[src/rtl/vga_pkg.sv]
// Shared VGA/framebuffer definitions: screen geometry, pixel RAM address
// width, fill-engine state encoding and the fill command payload.
// No ports (package).
package vga_pkg;

  localparam int unsigned H_RES      = 640;
  localparam int unsigned V_RES      = 480;
  localparam int unsigned ADDR_WIDTH = 19;

  localparam int unsigned CMD_X_W = 10;
  localparam int unsigned CMD_Y_W = 9;

  typedef enum logic [1:0] {
    ST_IDLE = 2'd0,
    ST_CLIP = 2'd1,
    ST_FILL = 2'd2,
    ST_DONE = 2'd3
  } fill_state_e;

  typedef struct packed {
    logic [CMD_X_W-1:0] x;
    logic [CMD_Y_W-1:0] y;
    logic [CMD_X_W-1:0] w;
    logic [CMD_Y_W-1:0] h;
    logic               color;
  } fill_cmd_t;

  // Multiply by a constant as a sum of shifted copies; k is elaborated
  // constant at every call site, so this reduces to a fixed adder tree.
  function automatic logic [31:0] shift_add_mul(input logic [31:0] a,
                                                input int unsigned k);
    logic [31:0] acc;
    acc = '0;
    for (int i = 0; i < 32; i++) begin
      if (k[i]) acc = acc + (a << i);
    end
    return acc;
  endfunction

endpackage

[src/rtl/pixel_fill_writer_if.sv]
// Fill command handshake plus pixel RAM write port.
// master: command source / RAM side; slave: the fill engine.
//   cmd_valid/cmd_ready, cmd_x/y/w/h/color : command handshake + payload
//   pix_addr/pix_data/pix_wEn               : pixel RAM write port
//   busy/done                               : engine status
interface pixel_fill_writer_if #(
  parameter int unsigned ADDR_WIDTH = vga_pkg::ADDR_WIDTH
);
  logic                  cmd_valid;
  logic                  cmd_ready;
  logic [9:0]            cmd_x;
  logic [8:0]            cmd_y;
  logic [9:0]            cmd_w;
  logic [8:0]            cmd_h;
  logic                  cmd_color;
  logic [ADDR_WIDTH-1:0] pix_addr;
  logic                  pix_data;
  logic                  pix_wEn;
  logic                  busy;
  logic                  done;

  modport master (
    output cmd_valid, cmd_x, cmd_y, cmd_w, cmd_h, cmd_color,
    input  cmd_ready, pix_addr, pix_data, pix_wEn, busy, done
  );

  modport slave (
    input  cmd_valid, cmd_x, cmd_y, cmd_w, cmd_h, cmd_color,
    output cmd_ready, pix_addr, pix_data, pix_wEn, busy, done
  );
endinterface

[src/rtl/pixel_fill_writer.sv]
// Rectangle-fill engine for the 1-bit framebuffer: accepts one fill command,
// clips it to the screen, then writes one pixel per clock.
//   clock      : clock shared with the pixel RAM
//   CPU_RESETN : asynchronous active-low reset
//   bus        : command handshake, pixel RAM write port, busy/done status
module pixel_fill_writer
  import vga_pkg::*;
#(
  parameter int unsigned H_RES      = vga_pkg::H_RES,
  parameter int unsigned V_RES      = vga_pkg::V_RES,
  parameter int unsigned ADDR_WIDTH = vga_pkg::ADDR_WIDTH
) (
  input logic                clock,
  input logic                CPU_RESETN,
  pixel_fill_writer_if.slave bus
);

  localparam logic [10:0]           H_LIM = 11'(H_RES);
  localparam logic [9:0]            V_LIM = 10'(V_RES);
  localparam logic [ADDR_WIDTH-1:0] PITCH = ADDR_WIDTH'(H_RES);

  fill_state_e           state_q, state_d;
  fill_cmd_t             cmd_q, cmd_d;
  logic [9:0]            cw_q, cw_d, col_q, col_d;
  logic [8:0]            ch_q, ch_d, row_q, row_d;
  logic [ADDR_WIDTH-1:0] row_base_q, row_base_d, pix_addr_q, pix_addr_d;
  logic                  pix_data_q, pix_data_d, pix_wen_q, pix_wen_d;
  logic                  busy_q, busy_d, done_q, done_d;
  logic                  cmd_ready_q, cmd_ready_d;

  // Clip arithmetic at one extra bit so x+w / y+h style sums cannot wrap.
  logic [10:0] x_ext, w_ext, room_x;
  logic [9:0]  y_ext, h_ext, room_y;
  logic        empty, row_end, last_pix;

  assign x_ext    = {1'b0, cmd_q.x};
  assign w_ext    = {1'b0, cmd_q.w};
  assign y_ext    = {1'b0, cmd_q.y};
  assign h_ext    = {1'b0, cmd_q.h};
  assign room_x   = H_LIM - x_ext;
  assign room_y   = V_LIM - y_ext;
  assign empty    = (x_ext >= H_LIM) || (y_ext >= V_LIM) ||
                    (cmd_q.w == '0) || (cmd_q.h == '0);
  assign row_end  = (col_q == cw_q - 10'd1);
  assign last_pix = row_end && (row_q == ch_q - 9'd1);

  // Next-state and registered-output logic.
  always_comb begin
    state_d    = state_q;
    cmd_d      = cmd_q;
    cw_d       = cw_q;
    ch_d       = ch_q;
    col_d      = col_q;
    row_d      = row_q;
    row_base_d = row_base_q;
    pix_addr_d = pix_addr_q;
    pix_data_d = pix_data_q;

    case (state_q)
      ST_IDLE: begin
        if (bus.cmd_valid && cmd_ready_q) begin
          cmd_d.x     = bus.cmd_x;
          cmd_d.y     = bus.cmd_y;
          cmd_d.w     = bus.cmd_w;
          cmd_d.h     = bus.cmd_h;
          cmd_d.color = bus.cmd_color;
          state_d     = ST_CLIP;
        end
      end
      ST_CLIP: begin
        if (empty) begin
          state_d = ST_DONE;
        end else begin
          cw_d       = 10'((w_ext > room_x) ? room_x : w_ext);
          ch_d       = 9'((h_ext > room_y) ? room_y : h_ext);
          row_base_d = ADDR_WIDTH'(shift_add_mul(32'(cmd_q.y), H_RES)) +
                       ADDR_WIDTH'(cmd_q.x);
          pix_addr_d = row_base_d;
          col_d      = '0;
          row_d      = '0;
          pix_data_d = cmd_q.color;
          state_d    = ST_FILL;
        end
      end
      ST_FILL: begin
        if (last_pix) begin
          // Hold the address on the final pixel so it never leaves the frame.
          state_d = ST_DONE;
        end else if (row_end) begin
          col_d      = '0;
          row_d      = row_q + 9'd1;
          row_base_d = row_base_q + PITCH;
          pix_addr_d = row_base_q + PITCH;
        end else begin
          col_d      = col_q + 10'd1;
          pix_addr_d = pix_addr_q + ADDR_WIDTH'(1);
        end
      end
      ST_DONE: begin
        state_d = ST_IDLE;
      end
      default: begin
        state_d = ST_IDLE;
      end
    endcase

    // Status outputs decoded from the next state so they register in step.
    cmd_ready_d = (state_d == ST_IDLE);
    busy_d      = (state_d != ST_IDLE);
    done_d      = (state_d == ST_DONE);
    pix_wen_d   = (state_d == ST_FILL);
  end

  // State and output registers.
  always_ff @(posedge clock or negedge CPU_RESETN) begin
    if (!CPU_RESETN) begin
      state_q     <= ST_IDLE;
      cmd_q       <= '0;
      cw_q        <= '0;
      ch_q        <= '0;
      col_q       <= '0;
      row_q       <= '0;
      row_base_q  <= '0;
      pix_addr_q  <= '0;
      pix_data_q  <= 1'b0;
      pix_wen_q   <= 1'b0;
      busy_q      <= 1'b0;
      done_q      <= 1'b0;
      cmd_ready_q <= 1'b1;
    end else begin
      state_q     <= state_d;
      cmd_q       <= cmd_d;
      cw_q        <= cw_d;
      ch_q        <= ch_d;
      col_q       <= col_d;
      row_q       <= row_d;
      row_base_q  <= row_base_d;
      pix_addr_q  <= pix_addr_d;
      pix_data_q  <= pix_data_d;
      pix_wen_q   <= pix_wen_d;
      busy_q      <= busy_d;
      done_q      <= done_d;
      cmd_ready_q <= cmd_ready_d;
    end
  end

  assign bus.cmd_ready = cmd_ready_q;
  assign bus.pix_addr  = pix_addr_q;
  assign bus.pix_data  = pix_data_q;
  assign bus.pix_wEn   = pix_wen_q;
  assign bus.busy      = busy_q;
  assign bus.done      = done_q;

endmodule

[src/flat_wrapper.sv]
// flat-port wrapper written by rule: the top's interface ports become plain ports
module pixel_fill_writer_flat import vga_pkg::*;
#(
  parameter int unsigned H_RES      = vga_pkg::H_RES,
  parameter int unsigned V_RES      = vga_pkg::V_RES,
  parameter int unsigned ADDR_WIDTH = vga_pkg::ADDR_WIDTH
)
  (clock, CPU_RESETN, bus_cmd_valid, bus_cmd_x, bus_cmd_y, bus_cmd_w, bus_cmd_h, bus_cmd_color, bus_cmd_ready, bus_pix_addr, bus_pix_data, bus_pix_wEn, bus_busy, bus_done);
  pixel_fill_writer_if #(.ADDR_WIDTH(ADDR_WIDTH)) bus_i ();
  input logic clock;
  input logic CPU_RESETN;
  input wire logic [$bits(bus_i.cmd_valid)-1:0] bus_cmd_valid;
  input wire logic [$bits(bus_i.cmd_x)-1:0] bus_cmd_x;
  input wire logic [$bits(bus_i.cmd_y)-1:0] bus_cmd_y;
  input wire logic [$bits(bus_i.cmd_w)-1:0] bus_cmd_w;
  input wire logic [$bits(bus_i.cmd_h)-1:0] bus_cmd_h;
  input wire logic [$bits(bus_i.cmd_color)-1:0] bus_cmd_color;
  output wire logic [$bits(bus_i.cmd_ready)-1:0] bus_cmd_ready;
  output wire logic [$bits(bus_i.pix_addr)-1:0] bus_pix_addr;
  output wire logic [$bits(bus_i.pix_data)-1:0] bus_pix_data;
  output wire logic [$bits(bus_i.pix_wEn)-1:0] bus_pix_wEn;
  output wire logic [$bits(bus_i.busy)-1:0] bus_busy;
  output wire logic [$bits(bus_i.done)-1:0] bus_done;
  assign bus_i.cmd_valid = bus_cmd_valid;
  assign bus_i.cmd_x = bus_cmd_x;
  assign bus_i.cmd_y = bus_cmd_y;
  assign bus_i.cmd_w = bus_cmd_w;
  assign bus_i.cmd_h = bus_cmd_h;
  assign bus_i.cmd_color = bus_cmd_color;
  assign bus_cmd_ready = bus_i.cmd_ready;
  assign bus_pix_addr = bus_i.pix_addr;
  assign bus_pix_data = bus_i.pix_data;
  assign bus_pix_wEn = bus_i.pix_wEn;
  assign bus_busy = bus_i.busy;
  assign bus_done = bus_i.done;
  pixel_fill_writer #(.H_RES(H_RES), .V_RES(V_RES), .ADDR_WIDTH(ADDR_WIDTH)) u_core (.clock(clock), .CPU_RESETN(CPU_RESETN), .bus(bus_i));
endmodule
[config.mk]
export PLATFORM = sky130hd
export DESIGN_NAME = pixel_fill_writer_flat
export DESIGN_NICKNAME = d
export VERILOG_FILES = /design/src/rtl/vga_pkg.sv /design/src/rtl/pixel_fill_writer_if.sv /design/src/rtl/pixel_fill_writer.sv /design/src/flat_wrapper.sv
export SDC_FILE = /design/constraint.sdc
export NUM_CORES = 1
export LEC_CHECK = 0
export CORE_MARGIN = 5
export CORE_UTILIZATION = 50
export CTS_BUF_LIST = sky130_fd_sc_hd__clkbuf_8
export DETAILED_ROUTE_END_ITERATION = 6
export HOLD_SLACK_MARGIN = 0.12
export PLACE_DENSITY = 0.73
export SYNTH_ARGS = -nofsm -noshare
export SYNTH_HDL_FRONTEND = slang
export SYNTH_SLANG_ARGS = --single-unit
[constraint.sdc]
create_clock -name clock -period 3.21 [get_ports clock]
set_clock_uncertainty 0.2 [all_clocks]
set_input_delay 0.642 -clock clock [delete_from_list [all_inputs] [get_ports clock]]
set_output_delay 0.642 -clock clock [all_outputs]
set_load 0.02 [all_outputs]
## After elaboration in Yosys (flattened, before gate mapping)

Cells that the tools add are included.

- Register bits after elaboration: 122
- Logic and storage cells: 82
- Output and inout port bits: 24
- Input port bits: 42

- Eq/ne operators: 10
- Reductions and logical operators: 15
- Muxes and demuxes: 25
- Add/subtract/negate cells: 10
- Bitwise gates (word level): 1
- $lt $le $gt $ge: 4

Operators with widths:

| cell | number |
|---|---|
| 19-bit 2-to-1 mux | 9 |
| 19-bit one-hot mux with 2 select lines | 2 |
| 10-bit 2-to-1 mux | 4 |
| 9-bit 2-to-1 mux | 4 |
| 10-bit one-hot mux with 2 select lines | 1 |
| 19-bit by 1-bit adder with 19-bit output, second input constant | 1 |
| 19-bit by 10-bit adder with 19-bit output | 1 |
| 19-bit by 10-bit adder with 19-bit output, second input constant | 1 |
| 19-bit by 18-bit adder with 19-bit output | 1 |
| 9-bit one-hot mux with 2 select lines | 1 |
| 10-bit by 11-bit > comparator with 1-bit output | 1 |
| 10-bit by 10-bit subtractor with 11-bit output, first input constant | 1 |
| 10-bit by 1-bit adder with 10-bit output, second input constant | 1 |
| 10-bit == test | 1 |
| 10-bit >= comparator, second input constant | 1 |
| 9-bit by 10-bit > comparator with 1-bit output | 1 |
| 10-bit zero test | 1 |
| 10-bit by 1-bit subtractor with 10-bit output, second input constant | 1 |
| 9-bit by 9-bit subtractor with 10-bit output, first input constant | 1 |
| 9-bit by 1-bit adder with 9-bit output, second input constant | 1 |
| 9-bit == test | 1 |
| 9-bit >= comparator, second input constant | 1 |
| 9-bit zero test | 1 |
| 9-bit by 1-bit subtractor with 9-bit output, second input constant | 1 |
| 15 further kinds | 26 |

## Depth between registers and ports, before layout

Gate-level depths: netlist of the first run.

- Depth in word-level cells: 12
- Mapped depth: 15
- Mapped depth without buffers: 14

## Worst setup path before layout of the first run

No wires, ideal clock.

- Path type: flip-flop to flip-flop
- Start: register u_core.cw_q[0]
- End: register u_core.row_base_q[17]
- Slack: -101 ps
- Stages on the path, launching flop included: 11
- Setup time: 124 ps
- Arrival: 2988 ps
- Clock period less this slack: 3311 ps
- Path buffers: 2
- Data required time: 2886 ps
- Path through: dfrtp_1 or4_4 or3_1 a2111oi_2 and4_4 and2_4 buf_6 a21o_1 buf_6 mux2_4 a211o_1

- Word-level cells in the longest chain between the ends: 5

Ends and longest elaborated chain:

| item | RTL line | text |
|---|---|---|
| from (decl) | pixel_fill_writer.sv:24 | `logic [9:0] cw_q, cw_d, col_q, col_d;` |
| from (signal assigned) | pixel_fill_writer.sv:133 | `cw_q <= cw_d;` |
| 10-bit by 1-bit subtractor with 10-bit output (*) | pixel_fill_writer.sv:44 | `assign row_end = (col_q == cw_q - 10'd1);` |
| 10-bit == test (*) | pixel_fill_writer.sv:44 |  |
| 1-bit logical AND | pixel_fill_writer.sv:45 | `assign last_pix = row_end && (row_q == ch_q - 9'd1);` |
| 2-bit inequality test (no line) | - |  |
| 4-bit AND reduction (no line) (*) | - |  |
| to (signal assigned) | pixel_fill_writer.sv:137 | `row_base_q <= row_base_d;` |
| to (decl) | pixel_fill_writer.sv:26 | `logic [ADDR_WIDTH-1:0] row_base_q, row_base_d, pix_addr_q, pix_addr_d;` |

Every way passes the cells marked *; elsewhere a longest branch is shown, timed or not.
A chain may end at the register's enable or synchronous reset.

## Worst setup path after layout of the first run

- Start: register u_core.cw_q[1]
- End: register u_core.row_q[3]

- Word-level cells in the longest chain between the ends: 5

Ends and longest elaborated chain:

| item | RTL line | text |
|---|---|---|
| 10-bit by 1-bit subtractor with 10-bit output (*) | pixel_fill_writer.sv:44 |  |
| 10-bit == test (*) | pixel_fill_writer.sv:44 |  |
| 1-bit logical AND | pixel_fill_writer.sv:45 |  |
| 2-bit inequality test (no line) | - |  |
| 4-bit AND reduction (no line) (*) | - |  |
| to (signal assigned) | pixel_fill_writer.sv:136 | `row_q <= row_d;` |
| to (decl) | pixel_fill_writer.sv:25 | `logic [8:0] ch_q, ch_d, row_q, row_d;` |

Marks and branches as above.

==> summary.txt, run 1 <==
Status
  – Status: finished clean

Logic synthesis
  – Mapped Cells: 881
  – Count of state elements after synthesis: 122
  – Count of warnings emitted by yosys: 0
  – Number of nets produced by synthesis: 966
  – Avg Cell Area, Syn: 9.27 um2
  – Share of the synthesized area in the top cell type: 37.1%
  – Most instantiated flip-flop cell in the synthesis netlist: dfrtp_1
  – Share of flip-flops with an asynchronous set or reset: 100%
  – Top cells by area, synth: dfrtp_1 37%, mux2_2 7.7%, ha_1 6.3%
  – Distinct cell type count after synthesis: 82
  – EDFF count, synth: 0
  – Proportion of synthesized chip area in sequential cells: 37.4%
  – Netlist area before placement: 8170 um2
  – Cell accounting for the most synthesized area: dfrtp_1

Clock tree
  – TritonCTS clock tree: yes
  – Number of H-tree levels: 4
  – Insertion delay of the later-clocked pin in the worst-skew pair: 0.46 ns
  – Clock-pin slew on the worst setup and hold paths: 0.08 ns
  – CTS Root Buffer Type: clkbuf_8
  – Buffer depth of the longest clock path: 2
  – # clock sinks: 122
  – Clock buffers created by TritonCTS: 17

Setup path
  – Register-to-register path setup slack: 0.04 ns
  – Dominant delay contributor by cell family on the critical path: simple AND/OR/NAND/NOR gates
  – Critical path startpoint category: register
  – Required @ worst endpoint: 3.40 ns
  – Element type at the critical path end: register
  – Worst reg2reg path startpoint: u_core.cw_q[1]
  – Largest fanout on the critical path: 11
  – Arrival time worst endpoint: 3.35 ns
  – Standard cell with the maximum stage delay on the critical path: or4_4
  – R2r worst-path depth: 9
  – Highest cell delay on the worst timing path: 0.55 ns
  – Series of cell instances along the critical path: or4_4 -> or3_4 -> a2111oi_4 -> and4_4 -> and2_4 -> a21oi_4 -> buf_4 -> or4_1 -> o21ai_1
  – Timing startpoint of the critical path: u_core.cw_q[1]
  – Crit Path Category: reg2reg
  – Buffers & Inverters on Critical Path: 1
  – Capturing point of the worst reg2reg path: u_core.row_q[3]

Timing
  – Unrepaired setup endpoints after global routing: yes
  – Slew at the pin with the worst max-slew slack: 0.671 ns
  – Number of setup violations in the final report: 0
  – Max-slew violations: 0
  – Remaining max-slew budget at the tightest pin: 54.8%
  – Setup tns final: 0 ns
  – Hold Vio Cnt, Final: 0
  – Post-layout minimum cycle time: 3.17 ns
  – Maximum clock rate: 316 MHz
  – Share of the clock period used by the worst path after layout: 98.6%

Job
  – Max-Cap Viols: 0

Floorplanning
  – Placeable core region: 15900 um2
  – DIE WIDTH: 138 um
  – Row count: 46
  – Starting density of the core: 51.2%
  – Die height: 138 um
  – Area of the die: 19000 um2
  – Top-level port count: 66

Layout
  – Design Area, Final: 10400 um2
  – Antenna diodes: 0
  – Multi-input combinational cell area: 5040 um2
  – Fill cells: 1267
  – Area taken by flip-flops and latches: 3060 um2
  – Final-stage net count: 1097
  – Area grow syn2layout: 26.9%
  – Share of cells above drive strength 1: 23.8%
  – Core utilization of the finished layout: 65.0%

Global route
  – Number of global-route vias before repair: 6876
  – Wire length of the first global-routing pass: 34.2 mm
  – Number of antenna violations at the first check in global routing: 0
  – Overflow left after global routing: 0
  – Pin count of the biggest net entering global routing: 71
  – Overall routing resource usage: 22.7%

Drt
  – Number of antenna-violating nets in the routed design: 0
  – Total DRC errors in the routed layout: 0
  – Via count: 7162
  – Post-detailed-routing wire length: 20.9 mm
  – WL per Instance: 16.9 um
  – Starting DRT DRC Count: 510
  – Pre-antenna DRT Iters: 5
  – Per-cell via count in the routed design: 5.77

Pwr
  – Leakage power: 4.47 nW
  – Power density normalized to cell area: 1300 nW/um2
  – Maximum vdd drop: 654 uV
  – Total power after layout: 13.5 mW

Hold path
  – HP Class: reg2reg
  – Hold wc startpoint: u_core.row_base_q[3]
  – Worst Hold Depth: 2
  – Capture endpoint of the worst hold path: u_core.row_base_q[3]

Placed design
  – HPWL Detailed: 15.3 mm
  – Post-detailed-placement cell area: 9480 um2
  – I/O Buffers: 65
  – Final weighted congestion in routability-driven placement: 0.882
## stage by stage
step / instances / worst slack (ns) / hold WS [ns]
after floorplan: 881 / 0.0259 / 0.146
after global placement: 1193 / 0.0197 / 0.260
after detailed placement: 1193 / -0.166 / 0.265
after CTS: 1228 / -0.0382 / 0.284
after global routing: 1241 / -0.164 / 0.330
final: 1241 / 0.0447 / 0.285
## layout by cell type (no fill, tap or decap), types with 37 or more instances in the layout
cell	n
buf_4	77
nor2_1	56
nand2_1	92
dfrtp_1	119
mux2_2	51
xnor2_1	40
inv_1	49
ha_1	39
a21oi_1	37
clkdlybuf4s50_1	64
## worst max path at each step
| stage | endpoint | cells past startpoint |
|---|---|---|
| 2_1_floorplan | u_core.row_base_q[17] | 10 |
| 3_3_place_gp | u_core.cw_q[3] | 13 |
| 3_5_place_dp | u_core.cw_q[2] | 13 |
| 4_1_cts | u_core.cw_q[2] | 15 |
| 5_1_grt | u_core.cw_q[6] | 14 |
| 6_report | u_core.row_q[3] | 9 |
## logic make-up (layout without fill, tap and decap cells)
kind of cell,after synthesis,in the layout,synth area share [%]
simple gates,301,301,18.5
compound gates,180,180,15.0
flops,122,122,37.4
buf+inv,91,235,4.81
mux,75,75,10.1
xor+xnor,69,69,7.40
fa+ha+maj,43,43,6.77
## synth_stat cells, drive strengths merged, types with 17 or more instances
| cell | count |
|---|---|
| dfrtp | 121 |
| a21oi | 39 |
| mux2 | 57 |
| xor2 | 25 |
| clkbuf | 27 |
| o21ai | 45 |
| nand3 | 26 |
| nand2 | 95 |
| nor3 | 17 |
| ha | 41 |
| mux2i | 18 |
| nor2 | 57 |
| xnor2 | 44 |
| inv | 50 |
| nand4 | 18 |
## flip-flops by register name, summed over array words and instances, names as in the netlist, 2 cells and up
signal / cells
u_core.bus.pix_addr: 19
u_core.ch_q: 9
u_core.cmd_q: 39
u_core.col_q: 10
u_core.cw_q: 10
u_core.row_base_q: 19
u_core.row_q: 9
u_core.state_q: 2
## report_power, final
group          switching, mW  internal [mW]  leakage (nW)
registers              0.860           2.24          1.50
clock network          0.674          0.790         0.209
logic                   4.57           4.39          2.76
## per-layer routing
layer / track usage, % / share of wire [%] / vias to the layer above
li1: - / - / 3431
met1: 32.8 / 47 / 3479
met2: 34.3 / 45 / 221
met3: 4.09 / 5.9 / 31
met4: 7.41 / 1.7 / 0
met5: 0 / 0 / -
## final cells by class
type | count | share of cell area (%)
timing repair buffer | 153 | 13.4
sequential | 122 | 29.5
clock inverter | 14 | 1.67
multi-input combinational | 668 | 48.7
inverter | 50 | 1.81
tap | 216 | 2.61
clock buffer | 18 | 2.39
## repair_timing
| action | 4_1_cts | 5_1_grt |
|---|---|---|
| setup buffers | 2 | 13 |
| hold buffers | 1 | 0 |
| hold endpoints to repair | 27 | 0 |
| setup endpoints to repair | 15 | 57 |
| pin swaps | 8 | 18 |
| gates resized for setup | 20 | 49 |
## tightest hold or removal path, stage by stage (launching register included)
cell and delay [ns]:
dfrtp_1 0.35, nand2_1 0.05, nand2_1 0.06
No activity file was read; power rests on OpenSTA's default activity.
==> inputs of run 2 (changes only) <==
- REMOVE_ABC_BUFFERS: unset -> 1
==> run 2 against run 1 <==
  * Sequential share of layout area up 0.18 points
  * Maximum frequency grew 0.44%
  * Register-to-register slack about the same
  * Global-route usage rose by 0.69 points
  * Critical path type unchanged
  * Critical endpoint is now u_core.cw_q[6]
  * Highest routed layer unchanged
==> summary.txt, run 2 (same netlist as run 1, synthesis figures left out) <==
Status
  – Status: finished clean

Floorplanning
  – Placeable core region: 15900 um2 (unchanged)
  – DIE WIDTH: 138 um (unchanged)
  – Row count: 46 (unchanged)
  – Area of the die: 19000 um2 (unchanged)
  – Die height: 138 um (unchanged)
  – Starting density of the core: 51.2% (unchanged)
  – Top-level port count: 66 (unchanged)

Setup path
  – Arrival time worst endpoint: 3.28 ns (-0.07 ns)
  – Element type at the critical path end: register
  – Critical path startpoint category: register
  – Crit Path Category: reg2reg
  – Required @ worst endpoint: 3.34 ns (-0.06 ns)
  – Largest fanout on the critical path: 4 (-7)

Layout
  – Core utilization of the finished layout: 64.6% (-0.40 points)
  – Final cell count without fillers: 1250 (+0.73%)
  – Most common cell after layout, fill and taps aside: dfrtp_1
  – Area grow syn2layout: 26.1%
  – Register ranked first by flip-flop count: u_core.cmd_q
  – Top library cells by usage in the layout, fill and taps aside: 119 x dfrtp_1, 92 x nand2_1, 91 x buf_4
  – Antenna diodes: 0 (unchanged)
  – Final-stage net count: 1108 (+1.0%)
  – Share of cells above drive strength 1: 23.3% (-0.50 points)
  – Number of flip-flops in the largest register: 39 (unchanged)
  – Fill cells: 1310 (+3.4%)

Pwr
  – Power density normalized to cell area: 1280 nW/um2 (-1.9%)
  – Maximum vdd drop: 712 uV (+8.9%)
  – Leakage power: 4.50 nW (+0.54%)

Timing
  – Slew at the pin with the worst max-slew slack: 0.891 ns (+0.220 ns)
  – Max-slew violations: 0 (unchanged)
  – Share of the clock period used by the worst path after layout: 98.2% (-0.43 points)
  – Remaining max-slew budget at the tightest pin: 39.8% (-15 points)
  – Hold Vio Cnt, Final: 0 (unchanged)
  – Maximum clock rate: 317 MHz (+0.44%)
  – Setup tns final: 0 ns (unchanged)
  – Unrepaired setup endpoints after global routing: yes
  – Number of setup violations in the final report: 0 (unchanged)
  – Post-layout minimum cycle time: 3.15 ns (-0.0139 ns)

Drt
  – Via count: 7087 (-1.0%)
  – Per-cell via count in the routed design: 5.67 (-1.8%)
  – Number of antenna-violating nets in the routed design: 0 (unchanged)
  – Total DRC errors in the routed layout: 0 (unchanged)
  – WL per Instance: 17.0 um (+0.98%)
  – Pre-antenna DRT Iters: 5 (unchanged)
  – Starting DRT DRC Count: 561 (+10%)
  – Post-detailed-routing wire length: 21.3 mm (+1.7%)

Clock tree
  – TritonCTS clock tree: yes
  – Clock-pin slew on the worst setup and hold paths: 0.07 ns (about the same)
  – Number of H-tree levels: 4 (unchanged)
  – Buffer depth of the longest clock path: 2 (unchanged)
  – Insertion delay of the later-clocked pin in the worst-skew pair: 0.45 ns (about the same)
  – # clock sinks: 122 (unchanged)
  – Clock buffers created by TritonCTS: 17 (unchanged)
  – CTS Root Buffer Type: clkbuf_8

Global route
  – Overall routing resource usage: 23.3% (+0.69 points)
  – Pin count of the biggest net entering global routing: 48 (-32%)
  – Number of antenna violations at the first check in global routing: 0 (unchanged)
  – Overflow left after global routing: 0 (unchanged)
  – Wire length of the first global-routing pass: 35.0 mm (+2.4%)
  – Number of global-route vias before repair: 7045 (+2.5%)

Placed design
  – HPWL Detailed: 15.6 mm (+2.6%)
  – Cell Count Post-Placement: 1204 (+0.92%)
  – Final weighted congestion in routability-driven placement: 0.881 (about the same)
  – I/O Buffers: 65 (unchanged)

Job
  – Max-Cap Viols: 0 (unchanged)

Hold path
  – HP Class: reg2reg
## run 2: final cells by class
type | count | area, um2 | area share [%]
clock buffers | 21 | 289 | 2.81
inverters | 50 | 188 | 1.82
clock inverters | 9 | 61.3 | 0.595
flip-flops and latches | 122 | 3060 | 29.7
well taps | 216 | 270 | 2.62
multi-input cells | 668 | 4980 | 48.3
repair buffers | 164 | 1460 | 14.2
## run 2: per-stage QoR
stage	total power, mW	instance area [um2]	hold slack [ns]	setup slack (ns)
after CTS	12.6	10000	0.301	0.0145
after global placement	10.9	9550	0.274	-0.369
after detailed placement	11.1	9550	0.288	-0.510
after floorplan	8.15	7960	0.146	-0.662
final	13.2	10300	0.294	0.0586
after global routing	14.3	10300	0.331	-0.0774
## run 2: final timing paths
check	startpoint	end	slack (ns)	cells past startpoint
max	u_core.cmd_q[31]	u_core.cw_q[6]	0.06	14
min	u_core.cmd_q[0]	u_core.bus.pix_data	0.29	1
max reg2reg	u_core.cmd_q[31]	u_core.cw_q[6]	0.06	14
min reg2reg	u_core.cmd_q[0]	u_core.bus.pix_data	0.29	1
max in group asynchronous	CPU_RESETN	u_core.bus.pix_addr[16]	1.61	3
min in group asynchronous	CPU_RESETN	u_core.cmd_q[32]	0.52	2
## run 2: what timing repair did
action / CTS / global route
pin swaps: 5 / 18
hold buffers: 1 / 0
setup endpoints to repair: 29 / 47
buffers inserted: 5 / 10
resized for setup: 12 / 41
endpoints found under the hold margin: 37 / 0
## run 2: where the power goes
group | switching (mW) | internal (mW)
clock network | 0.598 | 0.665
registers | 0.824 | 2.25
logic | 4.51 | 4.34
## run 2: worst max-delay path, cell delays in order, from the launching register on
cell and delay [ns]:
dfrtp_1 0.39, nor4_2 0.27, buf_4 0.15, nand2_2 0.07
o21ai_2 0.25, xnor2_2 0.20, ha_4 0.27, nand4_1 0.10
nor3_1 0.05, a21oi_1 0.17, o21ai_2 0.10, a311oi_4 0.25
buf_4 0.21, mux2i_1 0.08, mux2_2 0.28
## run 2: routing by layer
layer	GRT usage, %	routed length (um)
met4	6.64	357
met5	0	0
met1	31.5	9610
met3	5.22	1040
met2	37.8	10300
==> inputs of run 3 (changes only) <==
- SLEW_MARGIN: unset -> 10
==> results of run 3 <==
Final layout, timing and power as in run 2 (identical DEF).
